$ cat config.mk
export PLATFORM = sky130hd
export DESIGN_NAME = booth2_seq_mul
export DESIGN_NICKNAME = d
export VERILOG_FILES = /design/src/rtl/booth2_seq_mul.sv
export SDC_FILE = /design/constraint.sdc
export NUM_CORES = 1
export LEC_CHECK = 0
export ABC_AREA = 0
export CAP_MARGIN = 20
export CELL_PAD_IN_SITES_DETAIL_PLACEMENT = 0
export CELL_PAD_IN_SITES_GLOBAL_PLACEMENT = 2
export CORE_ASPECT_RATIO = 1.4
export CORE_MARGIN = 5
export CORE_UTILIZATION = 32
export CTS_CLUSTER_DIAMETER = 200
export CTS_CLUSTER_SIZE = 24
export DETAILED_ROUTE_END_ITERATION = 8
export HOLD_SLACK_MARGIN = 0.06
export PLACE_DENSITY_LB_ADDON = 0.1
export SLEW_MARGIN = 10
export SYNTH_ARGS = -nofsm -noshare
export SYNTH_HDL_FRONTEND = slang
export SYNTH_SLANG_ARGS = --single-unit
$ cat constraint.sdc
create_clock -name clk -period 3.1 [get_ports clk]
set_clock_uncertainty 0.2 [all_clocks]
set_input_delay 0.62 -clock clk [delete_from_list [all_inputs] [get_ports clk]]
set_output_delay 0.62 -clock clk [all_outputs]
set_load 0.05 [all_outputs]
$ cat src/rtl/booth2_seq_mul.sv
// Sequential radix-4 (Booth-2) multiplier: one Booth digit per clock through a single adder.
// Define BOOTH_MUL_UNSIGNED_EN to add the tc port (tc=0 unsigned, one extra digit).
module booth2_seq_mul #(
    parameter int WIDTH = 8
) (
    input  logic               clk,
    input  logic               rst_n,
    input  logic               start,
    input  logic [WIDTH-1:0]   in0,
    input  logic [WIDTH-1:0]   in1,
`ifdef BOOTH_MUL_UNSIGNED_EN
    input  logic               tc,
`endif
    output logic               busy,
    output logic               done,
    output logic [2*WIDTH-1:0] out
);
    localparam int AW = 2*WIDTH + 2;
`ifdef BOOTH_MUL_UNSIGNED_EN
    localparam int BW   = WIDTH + 2;
    localparam int NMAX = WIDTH/2 + 1;
`else
    localparam int BW   = WIDTH;
    localparam int NMAX = WIDTH/2;
`endif
    localparam int CW = $clog2(NMAX);

    typedef enum logic [1:0] {IDLE, RUN, DONE} state_t;

    state_t        state;
    logic [AW-1:0] acc;
    logic [AW-1:0] a_sh;
    logic [BW-1:0] b_sh;
    logic          b_prev;
    logic [CW-1:0] count;
    logic [CW-1:0] last_idx;
    logic [AW-1:0] a_ext;
    logic [BW-1:0] b_ext;

`ifdef BOOTH_MUL_UNSIGNED_EN
    logic tc_q;
    assign a_ext    = {{(AW-WIDTH){tc & in0[WIDTH-1]}}, in0};
    assign b_ext    = {{2{tc & in1[WIDTH-1]}}, in1};
    assign last_idx = tc_q ? CW'(WIDTH/2 - 1) : CW'(WIDTH/2);
`else
    assign a_ext    = {{(AW-WIDTH){in0[WIDTH-1]}}, in0};
    assign b_ext    = in1;
    assign last_idx = CW'(NMAX - 1);
`endif

    // Multiplicand and multiplier shift by two each digit, so the current
    // digit always sits in b_sh[1:0] plus the previously consumed bit.
    logic [2:0]    digit;
    logic          neg;
    logic [AW-1:0] mag;
    logic [AW-1:0] addend;
    logic [AW-1:0] sum;

    always_comb begin
        digit = {b_sh[1], b_sh[0], b_prev};
        neg   = digit[2] & ~(digit[1] & digit[0]);
        mag   = '0;
        case (digit)
            3'b001, 3'b010, 3'b101, 3'b110: mag = a_sh;
            3'b011, 3'b100:                 mag = {a_sh[AW-2:0], 1'b0};
            default:                        mag = '0;
        endcase
        addend = neg ? ~mag : mag;
        sum    = acc + addend + AW'(neg);
    end

    always_ff @(posedge clk or negedge rst_n) begin
        if (!rst_n) begin
            state  <= IDLE;
            busy   <= 1'b0;
            done   <= 1'b0;
            out    <= '0;
            acc    <= '0;
            a_sh   <= '0;
            b_sh   <= '0;
            b_prev <= 1'b0;
            count  <= '0;
`ifdef BOOTH_MUL_UNSIGNED_EN
            tc_q   <= 1'b1;
`endif
        end else begin
            case (state)
                IDLE, DONE: begin
                    done <= 1'b0;
                    if (start) begin
                        a_sh   <= a_ext;
                        b_sh   <= b_ext;
                        b_prev <= 1'b0;
                        acc    <= '0;
                        count  <= '0;
`ifdef BOOTH_MUL_UNSIGNED_EN
                        tc_q   <= tc;
`endif
                        busy   <= 1'b1;
                        state  <= RUN;
                    end else begin
                        state  <= IDLE;
                    end
                end
                RUN: begin
                    acc    <= sum;
                    a_sh   <= a_sh << 2;
                    b_sh   <= b_sh >> 2;
                    b_prev <= b_sh[1];
                    count  <= count + CW'(1);
                    if (count == last_idx) begin
                        out   <= sum[2*WIDTH-1:0];
                        busy  <= 1'b0;
                        done  <= 1'b1;
                        state <= DONE;
                    end
                end
                default: begin
                    busy  <= 1'b0;
                    done  <= 1'b0;
                    state <= IDLE;
                end
            endcase
        end
    end
endmodule

==> results_dict.tcl, run 1 <==
set metrics [dict create \
    cp_max_fo 10 \
    hold_path_class "input pin to asynchronous set/reset pin" \
    relSlewSlack_pct 53.2 \
    placed_area_sq_um 4230 \
    insertedDiodeCount 0 \
    cts_tree "built" \
    track_usage_pct 14.6 \
    initial_core_util_pct 32.9 \
    cp_slowest_cell "dfrtp_1" \
    synth_area_leaders "dfrtp_1 45%, o21ai_1 6.4%, xor2_1 5.9%" \
    clock_latency_ns 0.34 \
    final-setup-viol-count 0 \
    design.core.area_sq_um 10500 \
    synth_cells 358 \
    status "completed" \
    drc 0 \
    cp_cell_sequence "buf_12 -> buf_4 -> xor2_1 -> a22oi_1 -> o21ai_2 -> ha_2 -> a2111oi_2 -> o21ai_2 -> a31o_1 -> a21oi_2 -> xor2_1 -> o21ai_1" \
    std_cell_rows 44 \
    antenna_left 0 \
    grt.met1_usage_pct 17.5 \
    synth_ff_type "dfrtp_1" \
    wl_per_cell_um 15.7 \
    rsz0062_at_grt "true" \
    grt_max_degree 38 \
    synth.distinct_cells 46 \
    reg2reg_slack_ns 0.06 \
    yosysWarnings 0 \
    die_area_sq_um 12900 \
    grt_use_met2_pct 25.1 \
    post-route-min-period_ns 3.04 \
    port-buffer-count 36 \
    cap_violations 0 \
    post-route-period-util_pct 98.1 \
    grt-ovfl-total 0 \
    die_h_um 133 \
    critPathCaptureType "register" \
    drt-total-wl_um 9030 \
    synth-seq-cells 62 \
    avgSynthCellArea_sq_um 9.60 \
    critPathLaunchType "register" \
    grt-busiest-layer "met2" \
    cts_buffers 9 \
    drive_above_1_share_pct 20.9 \
    finalNetCount 467 \
    syn_nets 394 \
    htreeDepth 3 \
    via_count 2915 \
    clk_pin_slew_ns 0.05 \
    critPathKind "register to register" \
    synth-edff-count 0 \
    async_flop_share_pct 100 \
    post-synth-top-area-fraction_pct 45.1 \
    stdcell_area_sq_um 4680 \
    first_pass_iters 4 \
    ioPinCount 37 \
    synth_top_cell_by_area "dfrtp_1" \
    drv_slew 0 \
    place.gp.congestion 0.799 \
    root_buffer "clkbuf_16" \
    clock_path_buffers 2 \
    hpwl_um 6620 \
    r2r-start "b_sh[1]$_DFFE_PN0P_" \
    tightest_slew_ns 0.702 \
    ys_seq_area_share_pct 45.1 \
    via_per_inst 5.08 \
    drtIter0Drc 72 \
    ff2ff_path_depth 12 \
    dieWidth_um 97.6 \
    arrival_ns 3.03 \
    use_met3_pct 2.63 \
    grt_pass1_vias 3049 \
    hold_buffers 0 \
    grt_pass1_wl_um 15100 \
    syn_area_sq_um 3440 \
    cp.required_ns 3.09 \
    crit_path_max_incr_delay_ns 0.41 \
    r2r-end "acc[12]$_DFFE_PN0P_" \
    max_freq_mhz 329 \
    hold_viol 0 \
    syn2layout_area_growth_pct 36.1 \
    antenna_found_initial 0 \
    clock_sinks 62 \
]
-- stage by stage --
stage	std cells	TNS [ns]	hold slack (ns)	util [%]	worst slack, ns
floorplan	358	0	0.124	-	0.0205
global placement	553	-0.107	0.266	40.4	-0.0590
detailed placement	554	-0.194	0.275	40.5	-0.0964
CTS	570	0	0.132	43.5	0.00314
global route	574	-0.396	0.173	44.7	-0.0906
finish	574	0	0.110	44.7	0.0604
-- state kept, by name (all words and copies together), names as in the netlist --
register  flops
a_sh         16
acc          16
b_prev        1
b_sh          8
busy          1
count         2
out          16
state         2
-- routing by layer --
layer	up-vias	wire, um
met2	47	4650
met1	1409	3970
met5	-	0
met4	0	170
met3	12	238
li1	1447	-
-- how the worst max path moves through the flow --
stage	from	endpoint	depth (start not counted)
finish	b_sh[1]$_DFFE_PN0P_	acc[12]$_DFFE_PN0P_	12
detailed placement	b_prev$_DFFE_PN0P_	acc[15]$_DFFE_PN0P_	13
global placement	b_prev$_DFFE_PN0P_	acc[15]$_DFFE_PN0P_	13
global route	b_sh[1]$_DFFE_PN0P_	out[12]$_DFFE_PN0P_	12
floorplan	b_sh[1]$_DFFE_PN0P_	out[14]$_DFFE_PN0P_	13
CTS	b_prev$_DFFE_PN0P_	acc[12]$_DFFE_PN0P_	12
-- cells in the final DEF (no fill, tap or decap), types with 2 or more instances in the layout --
cell type        instances
o22ai_1                 11
buf_6                    2
o21ai_1                 41
nand2b_1                 6
o21bai_1                 3
a22oi_1                 12
nand3_1                  4
nand2_1                 42
clkbuf_8                 2
a21oi_2                  5
buf_4                   40
dfrtp_1                 62
xor2_1                  22
a21o_1                   5
a311oi_2                 2
clkdlybuf4s50_1         35
buf_12                   3
nor2b_1                  3
a22o_1                   7
ha_1                    14
o21a_1                   3
and2_1                   3
nor2_2                   3
xnor2_1                  7
nor2_1                  31
clkinvlp_4               3
and3_1                   2
clkbuf_16                9
a21oi_1                  5
a221o_1                 11
o21ai_0                  4
a221oi_1                 2
o21ai_2                  5
-- cells in the mapped netlist, drive strengths merged, types with 2 or more instances --
| cell type | number |
|---|---|
| o21a | 3 |
| clkbuf | 15 |
| nand2b | 6 |
| a22oi | 13 |
| nand2 | 43 |
| inv | 2 |
| a31oi | 2 |
| a22o | 7 |
| xnor2 | 8 |
| a221o | 11 |
| a21oi | 10 |
| buf | 4 |
| ha | 16 |
| and2 | 3 |
| o22ai | 11 |
| a221oi | 2 |
| nand3 | 4 |
| and3 | 2 |
| o21bai | 3 |
| nor2 | 35 |
| dfrtp | 62 |
| a311oi | 2 |
| a21o | 5 |
| xor2 | 23 |
| o21ai | 50 |
| nor2b | 4 |
-- what timing repair did --
item,CTS,global route
pin swaps,1,14
gates resized for setup,2,24
endpoints found under the setup margin,2,15
buffers inserted,0,5
-- worst max-delay path: cells and delay by family, from the launching register on --
family	cells	cell delay [ns]
buf+inv	2	0.31
flops	1	0.41
xor+xnor	2	0.38
fa+ha+maj	1	0.22
compound gates	7	1.38
-- final cells by class --
cell class                      instances  area (sq um)
Sequential cell                        62          1550
Clock inverter                          5          57.6
Inverter                                2          7.51
Clock buffer                           11           253
Tap cell                              138           173
Timing Repair Buffer                   81           738
Multi-Input combinational cell        275          1900
Fill cell                            1039          5780
-- cell families (layout without fill, tap and decap cells) --
logic type	after synthesis	count (layout)	share of synthesized area [%]
compound gates	125	125	24.5
simple gates	100	100	12.7
flops	62	62	45.1
xor+xnor	31	31	8.12
buf+inv	21	99	2.55
fa+ha+maj	18	18	6.73
mux	1	1	0.327
Power of run 1 is left out: the tool's default activity adds up to more than one toggle a clock period on the data nets, which glitch-free logic cannot reach.
==> inputs of run 2 (changes only) <==
- MAX_ROUTING_LAYER: not set -> met4
==> results_dict.tcl, run 2 (synthesized netlist as in run 1, its figures left out) <==
set metrics [dict create \
    path_delay_family "compound AO/OA/AOI/OAI gates" \
    critPathLaunchType "register" \
    drt-total-wl_um 9030 \
    status "completed" \
    clock_sinks 62 \
    critPathCaptureType "register" \
    place.gp.congestion 0.811 \
    cp_cell_sequence "buf_12 -> buf_4 -> xor2_1 -> a22oi_1 -> o21ai_2 -> ha_2 -> a2111oi_2 -> o21ai_2 -> a31o_1 -> a21oi_2 -> xor2_1 -> o21ai_1" \
    design.core.area_sq_um 10500 \
    syn2layout_area_growth_pct 36.1 \
    finalNetCount 467 \
    cp_slowest_cell "dfrtp_1" \
    htreeDepth 3 \
    via_count 2908 \
    preCtsSetupSlack_ns -0.0964 \
    dieWidth_um 97.6 \
    via_per_inst 5.07 \
    cp.required_ns 3.09 \
    cts_tree "built" \
    cp_max_fo 10 \
    drv_slew 0 \
    drive_above_1_share_pct 20.9 \
    mostFrequentLayoutCells "62 x dfrtp_1, 42 x nand2_1, 41 x o21ai_1, 40 x buf_4, 35 x clkdlybuf4s50_1" \
    insertedDiodeCount 0 \
    r2r-end "acc[12]$_DFFE_PN0P_" \
    reg2reg_slack_ns 0.05 \
    tightest_slew_ns 0.701 \
    relSlewSlack_pct 53.3 \
    grt_pass1_vias 3047 \
    die_h_um 133 \
    ff2ff_path_depth 12 \
    post-route-period-util_pct 98.2 \
    root_buffer "clkbuf_16" \
    antenna_found_initial 0 \
    clock_latency_ns 0.33 \
    initial_core_util_pct 32.9 \
    path_buf_inv 2 \
    hpwl_um 6620 \
    post-route-min-period_ns 3.05 \
    fin_util_pct 44.7 \
    hold_path_class "input pin to asynchronous set/reset pin" \
    drtIter0Drc 81 \
    grt_max_degree 38 \
    place_inst 554 \
    wl_per_cell_um 15.7 \
    hold_viol 0 \
    drc 0 \
    port-buffer-count 36 \
    grt-ovfl-total 0 \
    antenna_left 0 \
    final_common_cell "dfrtp_1" \
    arrival_ns 3.04 \
    track_usage_pct 15.1 \
    max_freq_mhz 328 \
    ioPinCount 37 \
    grt_pass1_wl_um 15200 \
    crit_path_max_incr_delay_ns 0.41 \
    top_regs "a_sh (16), acc (16), out (16)" \
    std_cell_rows 44 \
    cap_violations 0 \
    clock_path_buffers 2 \
    stdcell_count 574 \
    cts_buffers 9 \
    critPathKind "register to register" \
    clk_pin_slew_ns 0.05 \
    rsz0062_at_grt "true" \
    die_area_sq_um 12900 \
    first_pass_iters 5 \
    final-setup-viol-count 0 \
    fin_ws_ns 0.0545 \
    r2r-start "b_sh[1]$_DFFE_PN0P_" \
]
run 2: cell counts in the layout (fill, tap and decap cells not counted):
No cell type changed its count.
run 2: area by class of cell:
type	count	area (sq um)
clock inverters	5	57.6
flip-flops and latches	62	1550
repair buffers	81	738
fillers	1039	5780
multi-input cells	275	1900
inverters	2	7.51
well taps	138	173
clock buffers	11	253
run 2: worst max path at each step:
stage	startpoint	end	slack, ns	cells past startpoint
floorplan	b_sh[1]$_DFFE_PN0P_	out[14]$_DFFE_PN0P_	0.02	13
global placement	b_prev$_DFFE_PN0P_	acc[15]$_DFFE_PN0P_	-0.06	13
detailed placement	b_prev$_DFFE_PN0P_	acc[15]$_DFFE_PN0P_	-0.1	13
CTS	b_prev$_DFFE_PN0P_	acc[12]$_DFFE_PN0P_	0.003	12
global route	b_sh[1]$_DFFE_PN0P_	out[12]$_DFFE_PN0P_	-0.09	12
finish	b_sh[1]$_DFFE_PN0P_	acc[12]$_DFFE_PN0P_	0.05	12
run 2: routing by layer:
metal	vias up	track usage (%)	routed length, um
met5	-	-	0
met4	0	6.24	191
met3	12	2.84	179
met2	44	25.1	4610
met1	1404	17.8	4040
li1	1448	-	-
run 2: repair_timing:
| item | CTS | global route |
|---|---|---|
| endpoints found under the setup margin | 2 | 15 |
| resized for setup | 2 | 24 |
| buffers inserted | 0 | 5 |
| hold buffers | 0 | 0 |
| pin swaps | 1 | 14 |
run 2: metrics by stage:
step	TNS, ns	instance area [sq um]	hold slack (ns)
finish	0	4680	0.109
global route	-0.395	4680	0.172
CTS	0	4550	0.132
detailed placement	-0.194	4230	0.275
global placement	-0.107	4230	0.266
floorplan	0	3440	0.124
Power of run 2 is left out for the same reason.
==> inputs of run 3 (changes only) <==
- CORE_MARGIN: 5 -> 1
- CTS_CLUSTER_SIZE: 24 -> 25
- SETUP_SLACK_MARGIN: not set -> 0.2
==> results_dict.tcl, run 3 (synthesized netlist as in run 1, its figures left out) <==
set metrics [dict create \
    cp_slowest_cell "dfrtp_2" \
    grt_pass1_vias 2968 \
    tightest_slew_ns 0.736 \
    ioPinCount 37 \
    post-route-min-period_ns 2.88 \
    wl_met3_um 238 \
    wl_met2_um 4520 \
    clock_path_buffers 2 \
    path_common_cell "o21ai_1" \
    cp_cell_sequence "buf_4 -> nor2_4 -> nand2_4 -> buf_6 -> o21ai_1 -> ha_1 -> o21a_1 -> o21ai_0 -> nand2b_1 -> a31o_4 -> a21oi_2 -> xor2_1 -> o21ai_1" \
    drtIter0Drc 104 \
    drc 0 \
    die_h_um 125 \
    syn2layout_area_growth_pct 40.7 \
    port-buffer-count 36 \
    wl_met1_um 3940 \
    arrival_ns 2.86 \
    fillers 988 \
    hold_viol 0 \
    antenna_left 0 \
    cts_tree "built" \
    final-setup-viol-count 0 \
    highest_layer "met4" \
    preCtsSetupSlack_ns 0.0761 \
    design.core.area_sq_um 10400 \
    antenna_found_initial 0 \
    critPathKind "register to register" \
    via_count 2893 \
    std_cell_rows 44 \
    mostFrequentLayoutCells "60 x dfrtp_1, 41 x o21ai_1, 40 x nand2_1, 39 x buf_4, 35 x clkdlybuf4s50_1" \
    clock_sinks 62 \
    wl_per_cell_um 15.3 \
    post-route-period-util_pct 92.8 \
    relSlewSlack_pct 50.9 \
    drv_slew 0 \
    cts_buffers 9 \
    cap_violations 0 \
    via_per_inst 5.01 \
    hold_path_class "input pin to asynchronous set/reset pin" \
    finalNetCount 470 \
    rsz0062_at_grt "true" \
    insertedDiodeCount 0 \
    drt-total-wl_um 8850 \
    hpwl_um 6340 \
    max_freq_mhz 347 \
    root_buffer "clkbuf_16" \
    clk_pin_slew_ns 0.05 \
    fin_ws_ns 0.222 \
    final_common_cell "dfrtp_1" \
    critPathLaunchType "register" \
    crit_path_max_incr_delay_ns 0.43 \
    critPathCaptureType "register" \
    grt_pass1_wl_um 14900 \
    cp.required_ns 3.08 \
    htreeDepth 3 \
    grt_max_degree 37 \
    die_area_sq_um 11200 \
    cp_max_fo 12 \
    reg2reg_slack_ns 0.22 \
    first_pass_iters 4 \
    track_usage_pct 18.2 \
    path_delay_family "compound AO/OA/AOI/OAI gates" \
    dieWidth_um 89.6 \
    fin_tns_setup_ns 0 \
    grt-ovfl-total 0 \
    initial_core_util_pct 33.0 \
    top_regs "a_sh (16), acc (16), out (16)" \
    status "completed" \
    drive_above_1_share_pct 24.4 \
    clock_latency_ns 0.33 \
    place.gp.congestion 0.761 \
    path_buf_inv 2 \
]
[run 3: final cells by class]
type	instances	area, sq um	share of cell area [%]
Multi-Input combinational cell	275	2010	41.6
Clock inverter	4	70.1	1.45
Inverter	2	7.51	0.155
Tap cell	138	173	3.57
Sequential cell	62	1550	32.1
Timing Repair Buffer	84	776	16.0
Clock buffer	12	246	5.10
[run 3: path summary, 6_finish.rpt]
| check | endpoint | startpoint | cells past startpoint |
|---|---|---|---|
| setup / recovery | acc[12]$_DFFE_PN0P_ | b_prev$_DFFE_PN0P_ | 13 |
| min in group clk | count[0]$_DFFE_PN0P_ | count[0]$_DFFE_PN0P_ | 1 |
| hold reg to reg | count[0]$_DFFE_PN0P_ | count[0]$_DFFE_PN0P_ | 1 |
| hold / removal | out[2]$_DFFE_PN0P_ | rst_n | 1 |
| max in group asynchronous | b_prev$_DFFE_PN0P_ | rst_n | 2 |
| setup reg to reg | acc[12]$_DFFE_PN0P_ | b_prev$_DFFE_PN0P_ | 13 |
[run 3: metrics by stage]
stage | instance area, sq um | cells | utilization (%) | hold WS [ns]
after floorplan | 3470 | 358 | - | 0.124
after global placement | 4170 | 544 | 40.0 | 0.268
after detailed placement | 4170 | 544 | 40.0 | 0.274
after CTS | 4670 | 571 | 44.9 | 0.126
after global routing | 4840 | 577 | 46.5 | 0.153
final | 4840 | 577 | 46.5 | 0.111
[run 3: what timing repair did]
item | CTS | global route
hold buffers | 0 | 0
setup endpoints to repair | 15 | 18
gates resized for setup | 26 | 25
pin swaps | 14 | 18
setup buffers | 10 | 6
cloned | 1 | 0
[run 3: layer usage]
layer	vias to the layer above	global-route usage, %
met5	-	-
met4	0	6.44
met3	10	3.98
met2	47	29.2
met1	1389	22.1
li1	1447	-
Power of run 3 is left out for the same reason.
